$ cat src/rtl/over_screen_writer.sv
`default_nettype none
// +----------------------------------------------------------------------------+
// | Module : over_screen_writer                                                |
// | Brief  : Game-over overlay raster scanner; reads the sprite ROM and queues |
// |          opaque pixels to the frame buffer over a ready/valid port.       |
// | Rev    : 1.0  initial release                                              |
// +----------------------------------------------------------------------------+
module over_screen_writer #(
  parameter int                 SCREEN_W    = 640,
  parameter int                 SCREEN_H    = 480,
  parameter int                 ROM_LAT     = 2,
  parameter int                 FIFO_DEPTH  = 4,
  parameter int                 COLOR_W     = 4,
  parameter logic [COLOR_W-1:0] TRANSPARENT = '0
) (
  input  logic               Clk50,
  input  logic               Reset,
  input  logic               frame_start,
  input  logic [2:0]         over_on_wr,
  input  logic [17:0]        sprite_addr,
  output logic [9:0]         WriteX,
  output logic [9:0]         WriteY,
  output logic [17:0]        rom_addr,
  input  logic [COLOR_W-1:0] rom_data,
  output logic               fb_we,
  input  logic               fb_ready,
  output logic [18:0]        fb_addr,
  output logic [COLOR_W-1:0] fb_data,
  output logic               busy,
  output logic               frame_done
);

  localparam int c_PTR_W = (FIFO_DEPTH > 1) ? $clog2(FIFO_DEPTH) : 1;
  localparam int c_CNT_W = $clog2(FIFO_DEPTH + 1);
  localparam int c_INF_W = $clog2(ROM_LAT + 1);
  localparam int c_SUM_W = $clog2(FIFO_DEPTH + ROM_LAT + 1);

  localparam logic [9:0]         c_X_LAST   = 10'(SCREEN_W - 1);
  localparam logic [9:0]         c_Y_LAST   = 10'(SCREEN_H - 1);
  localparam logic [c_PTR_W-1:0] c_PTR_LAST = c_PTR_W'(FIFO_DEPTH - 1);

  typedef enum logic [1:0] {
    S_IDLE  = 2'd0,
    S_SCAN  = 2'd1,
    S_DRAIN = 2'd2,
    S_DONE  = 2'd3
  } state_t;

  state_t             r_state;
  logic [9:0]         r_x;
  logic [9:0]         r_y;
  logic [18:0]        r_pix_addr;
  logic               r_busy;
  logic               r_frame_done;

  logic               r_tag_valid [ROM_LAT];
  logic               r_tag_keep  [ROM_LAT];
  logic [18:0]        r_tag_addr  [ROM_LAT];

  logic [18:0]        r_fifo_addr [FIFO_DEPTH];
  logic [COLOR_W-1:0] r_fifo_data [FIFO_DEPTH];
  logic [c_PTR_W-1:0] r_wr_ptr;
  logic [c_PTR_W-1:0] r_rd_ptr;
  logic [c_CNT_W-1:0] r_count;

  logic [c_INF_W-1:0] w_inflight;
  logic               w_issue;
  logic               w_push;
  logic               w_pop;
  logic               w_not_empty;

  always_comb begin
    w_inflight = '0;
    for (int i = 0; i < ROM_LAT; i++) begin
      w_inflight = w_inflight + c_INF_W'(r_tag_valid[i]);
    end
  end

  // Credits cover both queued writes and reads still in the ROM pipe, so a
  // tag leaving the pipe always finds a free FIFO slot.
  assign w_issue = (r_state == S_SCAN) &&
                   ((c_SUM_W'(r_count) + c_SUM_W'(w_inflight)) < c_SUM_W'(FIFO_DEPTH));

  assign w_push      = r_tag_valid[ROM_LAT-1] && r_tag_keep[ROM_LAT-1] &&
                       (rom_data != TRANSPARENT);
  assign w_not_empty = (r_count != '0);
  assign w_pop       = w_not_empty && fb_ready;

  // Scan / control state machine
  always_ff @(posedge Clk50 or negedge Reset) begin
    if (!Reset) begin
      r_state      <= S_IDLE;
      r_x          <= '0;
      r_y          <= '0;
      r_pix_addr   <= '0;
      r_busy       <= 1'b0;
      r_frame_done <= 1'b0;
    end else begin
      r_frame_done <= 1'b0;
      case (r_state)
        S_IDLE: begin
          if (frame_start) begin
            r_state    <= S_SCAN;
            r_busy     <= 1'b1;
            r_x        <= '0;
            r_y        <= '0;
            r_pix_addr <= '0;
          end
        end
        S_SCAN: begin
          if (w_issue) begin
            r_pix_addr <= r_pix_addr + 19'd1;
            if (r_x == c_X_LAST) begin
              r_x <= '0;
              if (r_y == c_Y_LAST) begin
                r_y     <= '0;
                r_state <= S_DRAIN;
              end else begin
                r_y <= r_y + 10'd1;
              end
            end else begin
              r_x <= r_x + 10'd1;
            end
          end
        end
        S_DRAIN: begin
          if ((w_inflight == '0) && !w_not_empty) begin
            r_state      <= S_DONE;
            r_frame_done <= 1'b1;
          end
        end
        S_DONE: begin
          r_state <= S_IDLE;
          r_busy  <= 1'b0;
        end
        default: begin
          r_state <= S_IDLE;
          r_busy  <= 1'b0;
        end
      endcase
    end
  end

  // Tag pipe mirrors the ROM latency; linear pixel index is the fb address.
  always_ff @(posedge Clk50 or negedge Reset) begin
    if (!Reset) begin
      for (int i = 0; i < ROM_LAT; i++) begin
        r_tag_valid[i] <= 1'b0;
        r_tag_keep[i]  <= 1'b0;
        r_tag_addr[i]  <= '0;
      end
    end else begin
      r_tag_valid[0] <= w_issue;
      r_tag_keep[0]  <= (over_on_wr != 3'd0);
      r_tag_addr[0]  <= r_pix_addr;
      for (int i = 1; i < ROM_LAT; i++) begin
        r_tag_valid[i] <= r_tag_valid[i-1];
        r_tag_keep[i]  <= r_tag_keep[i-1];
        r_tag_addr[i]  <= r_tag_addr[i-1];
      end
    end
  end

  always_ff @(posedge Clk50 or negedge Reset) begin
    if (!Reset) begin
      r_wr_ptr <= '0;
      r_rd_ptr <= '0;
      r_count  <= '0;
    end else begin
      if (w_push) begin
        r_wr_ptr <= (r_wr_ptr == c_PTR_LAST) ? '0 : r_wr_ptr + c_PTR_W'(1);
      end
      if (w_pop) begin
        r_rd_ptr <= (r_rd_ptr == c_PTR_LAST) ? '0 : r_rd_ptr + c_PTR_W'(1);
      end
      case ({w_push, w_pop})
        2'b10:   r_count <= r_count + c_CNT_W'(1);
        2'b01:   r_count <= r_count - c_CNT_W'(1);
        default: r_count <= r_count;
      endcase
    end
  end

  // Storage needs no reset: entries are only visible while counted.
  always_ff @(posedge Clk50) begin
    if (w_push) begin
      r_fifo_addr[r_wr_ptr] <= r_tag_addr[ROM_LAT-1];
      r_fifo_data[r_wr_ptr] <= rom_data;
    end
  end

  assign WriteX     = r_x;
  assign WriteY     = r_y;
  assign rom_addr   = sprite_addr;
  assign fb_we      = w_not_empty;
  assign fb_addr    = w_not_empty ? r_fifo_addr[r_rd_ptr] : '0;
  assign fb_data    = w_not_empty ? r_fifo_data[r_rd_ptr] : '0;
  assign busy       = r_busy;
  assign frame_done = r_frame_done;

endmodule
`default_nettype wire

$ cat config.mk
export PLATFORM = sky130hd
export DESIGN_NAME = over_screen_writer
export DESIGN_NICKNAME = d
export VERILOG_FILES = /design/src/rtl/over_screen_writer.sv
export SDC_FILE = /design/constraint.sdc
export NUM_CORES = 1
export LEC_CHECK = 0
export CORE_MARGIN = 4
export CORE_UTILIZATION = 50
export CTS_CLUSTER_DIAMETER = 50
export DETAILED_ROUTE_END_ITERATION = 7
export PLACE_DENSITY = 0.73
export REMOVE_ABC_BUFFERS = 1
export SETUP_SLACK_MARGIN = 0.3
export SLEW_MARGIN = 40
export SYNTH_ARGS = -nofsm -noshare
export SYNTH_HDL_FRONTEND = slang
export SYNTH_SLANG_ARGS = --single-unit
$ cat constraint.sdc
create_clock -name Clk50 -period 2.6 [get_ports Clk50]
set_input_delay 0.39 -clock Clk50 [delete_from_list [all_inputs] [get_ports Clk50]]
set_output_delay 0.39 -clock Clk50 [all_outputs]
set_load 0.005 [all_outputs]
* After elaboration in Yosys (flattened, before gate mapping)
Memories as Yosys holds them, arrays and structs flattened.
Index checks and enable logic that the tools add are counted.
Widths: inputs -> output; s select.
** Storage, ports and cells
- Input bits :: 29
- Output and inout port bits :: 64
- Word-level logic and storage cells :: 87
- Bits in registers :: 92
- Memories :: 2
- Memory bits (writable) :: 92
** Memory list
- r_fifo_addr :: depth 4, width 19, read ports 1, clocked after memory_dff 0, write ports 1, line 60 : logic [18:0] r_fifo_addr [FIFO_DEPTH];
- r_fifo_data :: depth 4, width 4, read ports 1, clocked after memory_dff 0, write ports 1, line 61 : logic [COLOR_W-1:0] r_fifo_data [FIFO_DEPTH];
** Operators by class
- Reduce and logical (&&, ||, !) cells :: 18
- Order comparisons :: 1
- Eq/ne operators :: 14
- Multiplexer cells :: 28
- Add/sub/neg operators :: 9
** Operator list (number)
- $mux 10 :: 6
- $mux 19 :: 3
- $pmux 10 s2 :: 2
- $pmux 19 s2 :: 1
- $add 10x1->10 const B :: 2
- $add 19x1->19 const B :: 1
- $mux 2 :: 7
- $eq 10x10->1 const B :: 1
- $eq 10x9->1 const B :: 1
- $eq 2x2->1 const B :: 5
- $pmux 2 s4 :: 1
- $ne 2x2->1 const B :: 3
- $pmux 3 s2 :: 1
- $reduce_bool 2->1 :: 3
- $reduce_bool 3->1 :: 2
- $logic_and 1x1->1 :: 5
- $mux 1 :: 5
- $reduce_and 5->1 :: 1
- $add 2x1->2 const B :: 2
- $eq 2x1->1 const B :: 2
- $logic_not 2->1 :: 2
- $mux 4 :: 1
- $ne 2x1->1 const B :: 2
- $reduce_and 4->1 :: 1
- 10 further kinds :: 10

* Longest topological paths before layout
- Word-level depth :: 6
- Mapped depth :: 10
- Gate-level depth less buffers :: 10

* Least setup slack after synthesis
OpenSTA, ideal clock, no wires.
- Path type :: reg2reg
- From :: register r_tag_valid[0] (netlist name)
- To :: register r_y[8] (netlist: WriteY[8])
- Setup time :: 104 ps
- Clock period less this slack :: 2349 ps
- Arrival :: 2246 ps
- Path buffers :: 1
- Slack :: 251 ps
- Cell stages (with the launch flop) :: 9
- Required time :: 2496 ps
- Cells stage by stage :: dfrtp_1 ha_1 ha_1 a311o_1 and3_1 buf_2 nor4_4 nand2_2 o41ai_2
** Between the ends
- Cells in the longest elaborated chain, start to end :: 6
** RTL lines
- start, declared :: line 56 : logic r_tag_valid [ROM_LAT];
- start signal, assigned by index :: line 157 : r_tag_valid[i] <= r_tag_valid[i-1];
- $add 1x1->2 :: line 75 : w_inflight = w_inflight + c_INF_W'(r_tag_valid[i]);
- $add 3x2->3 :: line 82 : ((c_SUM_W'(r_count) + c_SUM_W'(w_inflight)) < c_SUM_W'(FIFO_DEPTH));
- $lt 3x3->1 :: line 82
- $logic_and 1x1->1 :: line 81 : assign w_issue = (r_state == S_SCAN) &&
- $ne 2x2->1 (no line)
- $reduce_and 4->1 (no line)
- end signal, assigned :: line 119 : r_y <= r_y + 10'd1;
- end, declared :: line 51 : logic [9:0] r_y;
Every way passes these cells.
A chain may end at the register's enable or synchronous reset.

* Worst setup path after layout
- From :: register r_rd_ptr[0]
- To :: output port fb_addr[8]
** Between the ends
- Cells in the longest elaborated chain, start to end :: 2
** RTL lines
- start, declared :: line 63 : logic [c_PTR_W-1:0] r_rd_ptr;
- start signal, assigned :: line 174 : r_rd_ptr <= (r_rd_ptr == c_PTR_LAST) ? '0 : r_rd_ptr + c_PTR_W'(1);
- $mem_v2 4x19
- $mux 19 :: line 196 : assign fb_addr = w_not_empty ? r_fifo_addr[r_rd_ptr] : '0;
- end, declared :: line 27 : output logic [18:0] fb_addr,
Every way passes these cells.

==> results by stage <==
Routing:
- Wire segments on met3 add up to roughly 1100 µm in the final route.
- The routed metal-1 wire length is a little under 7000 µm.
- Routed signal wires occupy layers up through met4.
- The number of remaining DRC errors is 0.
- Dividing the detail-routed via count by the number of cells gives 5.91.
- The routed design uses 7940 µm of met2 wire.
- The first routing iteration left approximately 400 violations.
- The routed design has between 15000 and 20000 µm of wire.
- In the final routed layout, each cell accounts on average for approximately 19 µm.
- In this run the remaining antenna-violating nets after routing total 0.
- The via count is ~5.0k.
- The total iterations of the first detailed-routing run is 5.

Cells and area:
- The layout overhead on the synthesized area is 24.7%.
- At the end of the flow the core is filled with cells to a little over three fifths.
- The layout net count is between 600 and 700.
- The number of antenna repair diodes is 0.
- The final standard cell area without fillers is between 9000 and 10000 µm².
- The share of cells above drive strength 1 is between 20% and 30%.

Timing:
- The worst relative slew slack is 51.5%.
- The clock arrives with about 0.010 ns of skew.
- The accumulated negative setup slack is 0 ns.
- At the pin with the least slew margin, the transition time is between 0.7 and 0.8 ns.
- Across all setup checks in the final design, the least slack found is ~0.19 ns.
- The final-report hold violation count came to 0.
- The shortest clock period the worst path allows after layout is about 2.4 ns.
- Static timing analysis puts the maximum clock frequency at slightly above 400 MHz.
- The fraction of the cycle the final worst path needs is between 90% and 100%.
- Setup repair after global routing could not meet its margin everywhere.
- Setup violations remaining at the end of the flow were counted as 0.
- The number of max-slew violations in the final report is 0.

Placement:
- The HPWL reported at the end of detailed placement is just over 9000 µm.
- The placed instance area is 8500 µm².
- At the end of routability-driven placement, the weighted congestion stood at around 0.9.
- Input and output buffers added on the ports amount to 56.
- Timing analysis after detailed placement gives a worst setup slack of -0.0559 ns.

Yosys:
- The unique cell type count in the Yosys netlist is between 50 and 60.
- After synthesis the netlist holds a flip-flop and latch count of around 180.
- The per-instance average area after synthesis is roughly 14 µm².
- The number of enable flip-flop cells after synthesis is 92.
- The async set or reset register ratio after synthesis is 50.0%.
- The Yosys step of the flow raised 0 warnings.
- The sequential fraction of the synthesis area is 65.9%.
- Summing the areas of all compound-gate instances in the mapped netlist gives under 10% of the synthesized area.
- In this run the cell area of the synthesized design comes to around 7700 µm².
- The post-synthesis share of cell area spent on and, or, nand and nor gates is 11.6%.
- The adder and majority cell fraction of the synthesized area is between 3 and 4%.
- Measured against the total synthesized area, the mux share comes to under 10%.
- Counting every instance in the synthesized netlist gives 551.
- After Yosys synthesis, XOR and XNOR cells account for less than 1% of the synthesized area.
- The top flip-flop cell by instance count after synthesis is sky130_fd_sc_hd__edfxtp_1.
- By area, the combinational part of the netlist is dominated by simple AND/OR/NAND/NOR gates.

Floorplanning:
- Once the floorplan was initialized, standard cells occupied about half of the core.
- In this run the horizontal extent of the chip is 132 µm.
- The die covers ~17000 µm².
- The number of cell rows is 45.
- In this run the standard cell core region covers between 15000 and 20000 µm².
- 93 I/O pins were placed.
- The height of the chip is around 130 µm.

Power:
- VDD sags by at most ~0.56 mV.
- The total power after layout is between 0.01 and 0.015 W.
- In this run the static leakage power is ~3.7 nW.
- The areal power density over the cells is 1160 nW/µm².

Setup path:
- The category of the critical setup timing path is register to primary output.
- The endpoint arrival time on the critical path is 2.02 ns.
- The worst register-to-register path has a depth of 8.
- The source of the worst register-to-register timing path is r_tag_valid[0].
- The largest fanout on the critical path is 6.
- The startpoint of the most critical setup path is r_rd_ptr[0].
- The most critical setup path has its endpoint at fb_addr[8].
- The flop-to-flop setup slack is 0.34 ns.
- STA classifies the critical path endpoint as a primary output.
- The startpoint type of the worst setup path is a register.
- The destination of the worst register-to-register timing path is r_pix_addr[3].
- The endpoint required time on the critical path is 2.21 ns.

GRT:
- The global-route total usage across every layer is between 10% and 20%.
- Entering global routing, the biggest net connects 41 pins.
- The via count of the first global-routing pass was between 5k and 6k.
- The overflow left after global routing is 0.
- The first-pass GRT wire length is approximately 26000 µm.
- The number of antenna violations at the first check in global routing was 0.

CTS:
- The clock input transition at the sequential cells of the worst setup and hold paths is approximately 0.07 ns.
- The buffer depth of the longest clock path is 2.
- The count of clock tree sinks is 184.
- The clock latency of the later-clocked register in the worst-skew pair is about 0.42 ns.
- The buffer type at the clock tree root is sky130_fd_sc_hd__clkbuf_16.
- The total number of H-tree levels is 4.
- TritonCTS built the clock tree.
- Clock tree synthesis inserted a total of 17 buffers.

Job:
- The reported max-cap violation count is 0.

Hold path:
- The class of the tightest hold or removal check is register to register.

Outcome:
- The flow ran to the end, and the final reports show no timing, DRC or antenna violations.
-- synth_stat cells (2+ instances only) --
cell / number / area (µm²)
sky130_fd_sc_hd__dfrtp_1: 92 / 2300
sky130_fd_sc_hd__edfxtp_1: 92 / 2760
sky130_fd_sc_hd__nand2_1: 45 / 169
sky130_fd_sc_hd__o21ai_0: 39 / 195
sky130_fd_sc_hd__and2_1: 27 / 169
sky130_fd_sc_hd__mux4_2: 23 / 518
sky130_fd_sc_hd__nand3_1: 23 / 115
sky130_fd_sc_hd__nor2_1: 21 / 78.8
sky130_fd_sc_hd__buf_4: 18 / 135
sky130_fd_sc_hd__ha_1: 17 / 213
sky130_fd_sc_hd__inv_1: 16 / 60.1
sky130_fd_sc_hd__a31oi_1: 14 / 87.6
sky130_fd_sc_hd__clkbuf_1: 13 / 48.8
sky130_fd_sc_hd__nand4_1: 12 / 75.1
sky130_fd_sc_hd__a21oi_1: 8 / 40.0
sky130_fd_sc_hd__nor3_1: 8 / 40.0
sky130_fd_sc_hd__and3_1: 7 / 43.8
sky130_fd_sc_hd__buf_2: 5 / 25.0
sky130_fd_sc_hd__nor4_1: 5 / 31.3
sky130_fd_sc_hd__o31ai_1: 5 / 37.5
sky130_fd_sc_hd__nor2b_1: 4 / 25.0
sky130_fd_sc_hd__a32oi_1: 3 / 26.3
sky130_fd_sc_hd__nand3b_1: 3 / 22.5
sky130_fd_sc_hd__o211ai_1: 3 / 22.5
sky130_fd_sc_hd__o31a_1: 3 / 26.3
sky130_fd_sc_hd__or3_1: 3 / 18.8
sky130_fd_sc_hd__a21o_1: 2 / 15.0
sky130_fd_sc_hd__a22o_1: 2 / 17.5
sky130_fd_sc_hd__a22oi_1: 2 / 15.0
sky130_fd_sc_hd__a311o_1: 2 / 20.0
sky130_fd_sc_hd__a32o_1: 2 / 20.0
sky130_fd_sc_hd__mux2_2: 2 / 22.5
sky130_fd_sc_hd__nand4b_1: 2 / 17.5
sky130_fd_sc_hd__o221ai_1: 2 / 17.5
sky130_fd_sc_hd__o41ai_1: 2 / 17.5
sky130_fd_sc_hd__xor2_1: 2 / 17.5
-- worst min-delay path by stage --
stage / startpoint / endpoint / slack [ns] / cells after the start
global route: r_tag_addr[19] / r_tag_addr[0] / 0.35 / 0
detailed placement: r_tag_addr[31] / r_tag_addr[12] / 0.33 / 0
finish: r_tag_addr[19] / r_tag_addr[0] / 0.34 / 0
floorplan: Reset / WriteX[0] / 0.09 / 0
global placement: r_tag_addr[25] / r_tag_addr[6] / 0.33 / 0
CTS: r_tag_addr[19] / r_tag_addr[0] / 0.34 / 0
-- state kept, by name (all words and copies together) (netlist names) --
signal,flops
r_rd_ptr,2
r_fifo_addr,76
r_fifo_data,16
WriteY,10
r_count,3
r_tag_keep,2
busy,1
frame_done,1
r_tag_addr,38
r_wr_ptr,2
r_tag_valid,2
r_pix_addr,19
WriteX,10
r_state,2
-- per-layer routing --
| layer | GRT usage (%) | up-vias |
|---|---|---|
| met5 | 0 | - |
| met4 | 5.83 | 0 |
| met3 | 6.34 | 22 |
| met2 | 30.6 | 211 |
| met1 | 25.3 | 2478 |
| li1 | - | 2242 |
-- cells by family after synthesis --
family / count (synthesis)
flip-flops: 184
AND/OR/NAND/NOR: 169
AO/OA/AOI/OAI: 98
buffers and inverters: 53
multiplexers: 26
adder cells (fa/ha/maj): 18
XOR/XNOR: 3
-- critical path: stages, from the launching register on --
cell	delay [ns]
sky130_fd_sc_hd__dfrtp_2	0.46
sky130_fd_sc_hd__buf_12	0.14
sky130_fd_sc_hd__buf_12	0.10
sky130_fd_sc_hd__buf_16	0.13
sky130_fd_sc_hd__mux4_2	0.50
sky130_fd_sc_hd__and2_4	0.15
sky130_fd_sc_hd__buf_6	0.10
-- cell usage in the layout, fill, tap and decap left out, types with 5 or more instances in the layout --
| cell type | count |
|---|---|
| sky130_fd_sc_hd__clkdlybuf4s50_1 | 32 |
| sky130_fd_sc_hd__nor2_1 | 21 |
| sky130_fd_sc_hd__buf_4 | 24 |
| sky130_fd_sc_hd__dfrtp_1 | 88 |
| sky130_fd_sc_hd__and3_1 | 6 |
| sky130_fd_sc_hd__mux4_2 | 23 |
| sky130_fd_sc_hd__and2_4 | 16 |
| sky130_fd_sc_hd__o21ai_0 | 35 |
| sky130_fd_sc_hd__inv_1 | 16 |
| sky130_fd_sc_hd__nand2_1 | 45 |
| sky130_fd_sc_hd__buf_6 | 25 |
| sky130_fd_sc_hd__nand3_1 | 21 |
| sky130_fd_sc_hd__buf_2 | 7 |
| sky130_fd_sc_hd__ha_1 | 15 |
| sky130_fd_sc_hd__buf_12 | 10 |
| sky130_fd_sc_hd__o31ai_1 | 5 |
| sky130_fd_sc_hd__nor3_1 | 7 |
| sky130_fd_sc_hd__a21oi_1 | 7 |
| sky130_fd_sc_hd__edfxtp_1 | 92 |
| sky130_fd_sc_hd__nand4_1 | 12 |
| sky130_fd_sc_hd__and2_1 | 11 |
| sky130_fd_sc_hd__a31oi_1 | 14 |
| sky130_fd_sc_hd__clkbuf_16 | 18 |
-- through the flow --
stage          cells  hold WS (ns)
2_1_floorplan    514        0.0944
3_3_place_gp     779         0.332
3_5_place_dp     779         0.335
4_1_cts          827         0.344
5_1_grt          838         0.350
6_report         838         0.341
-- what timing repair did --
action | 4_1_cts | 5_1_grt
hold buffers | 1 | 0
pin swaps | 21 | 6
endpoints found under the hold margin | 38 | 0
buffers inserted | 12 | 9
resized for setup | 125 | 41
setup endpoints to repair | 55 | 61
gates cloned | 4 | 2
-- layout make-up --
| cell class | count | area (µm²) |
|---|---|---|
| repair buffers | 103 | 1120 |
| well taps | 188 | 235 |
| multi-input cells | 316 | 2500 |
| clock buffers | 20 | 458 |
| inverters | 16 | 60.1 |
| flip-flops and latches | 184 | 5070 |
| fillers | 1031 | 5560 |
| clock inverters | 11 | 139 |
-- power by group --
group	internal (W)	switching, W	leakage [nW]
combinational	0.00239	0.00199	1.49
sequential	0.00375	0.000417	1.88
clock	0.00149	0.00108	0.290
Note: power is estimated with default switching activity, not from simulation.
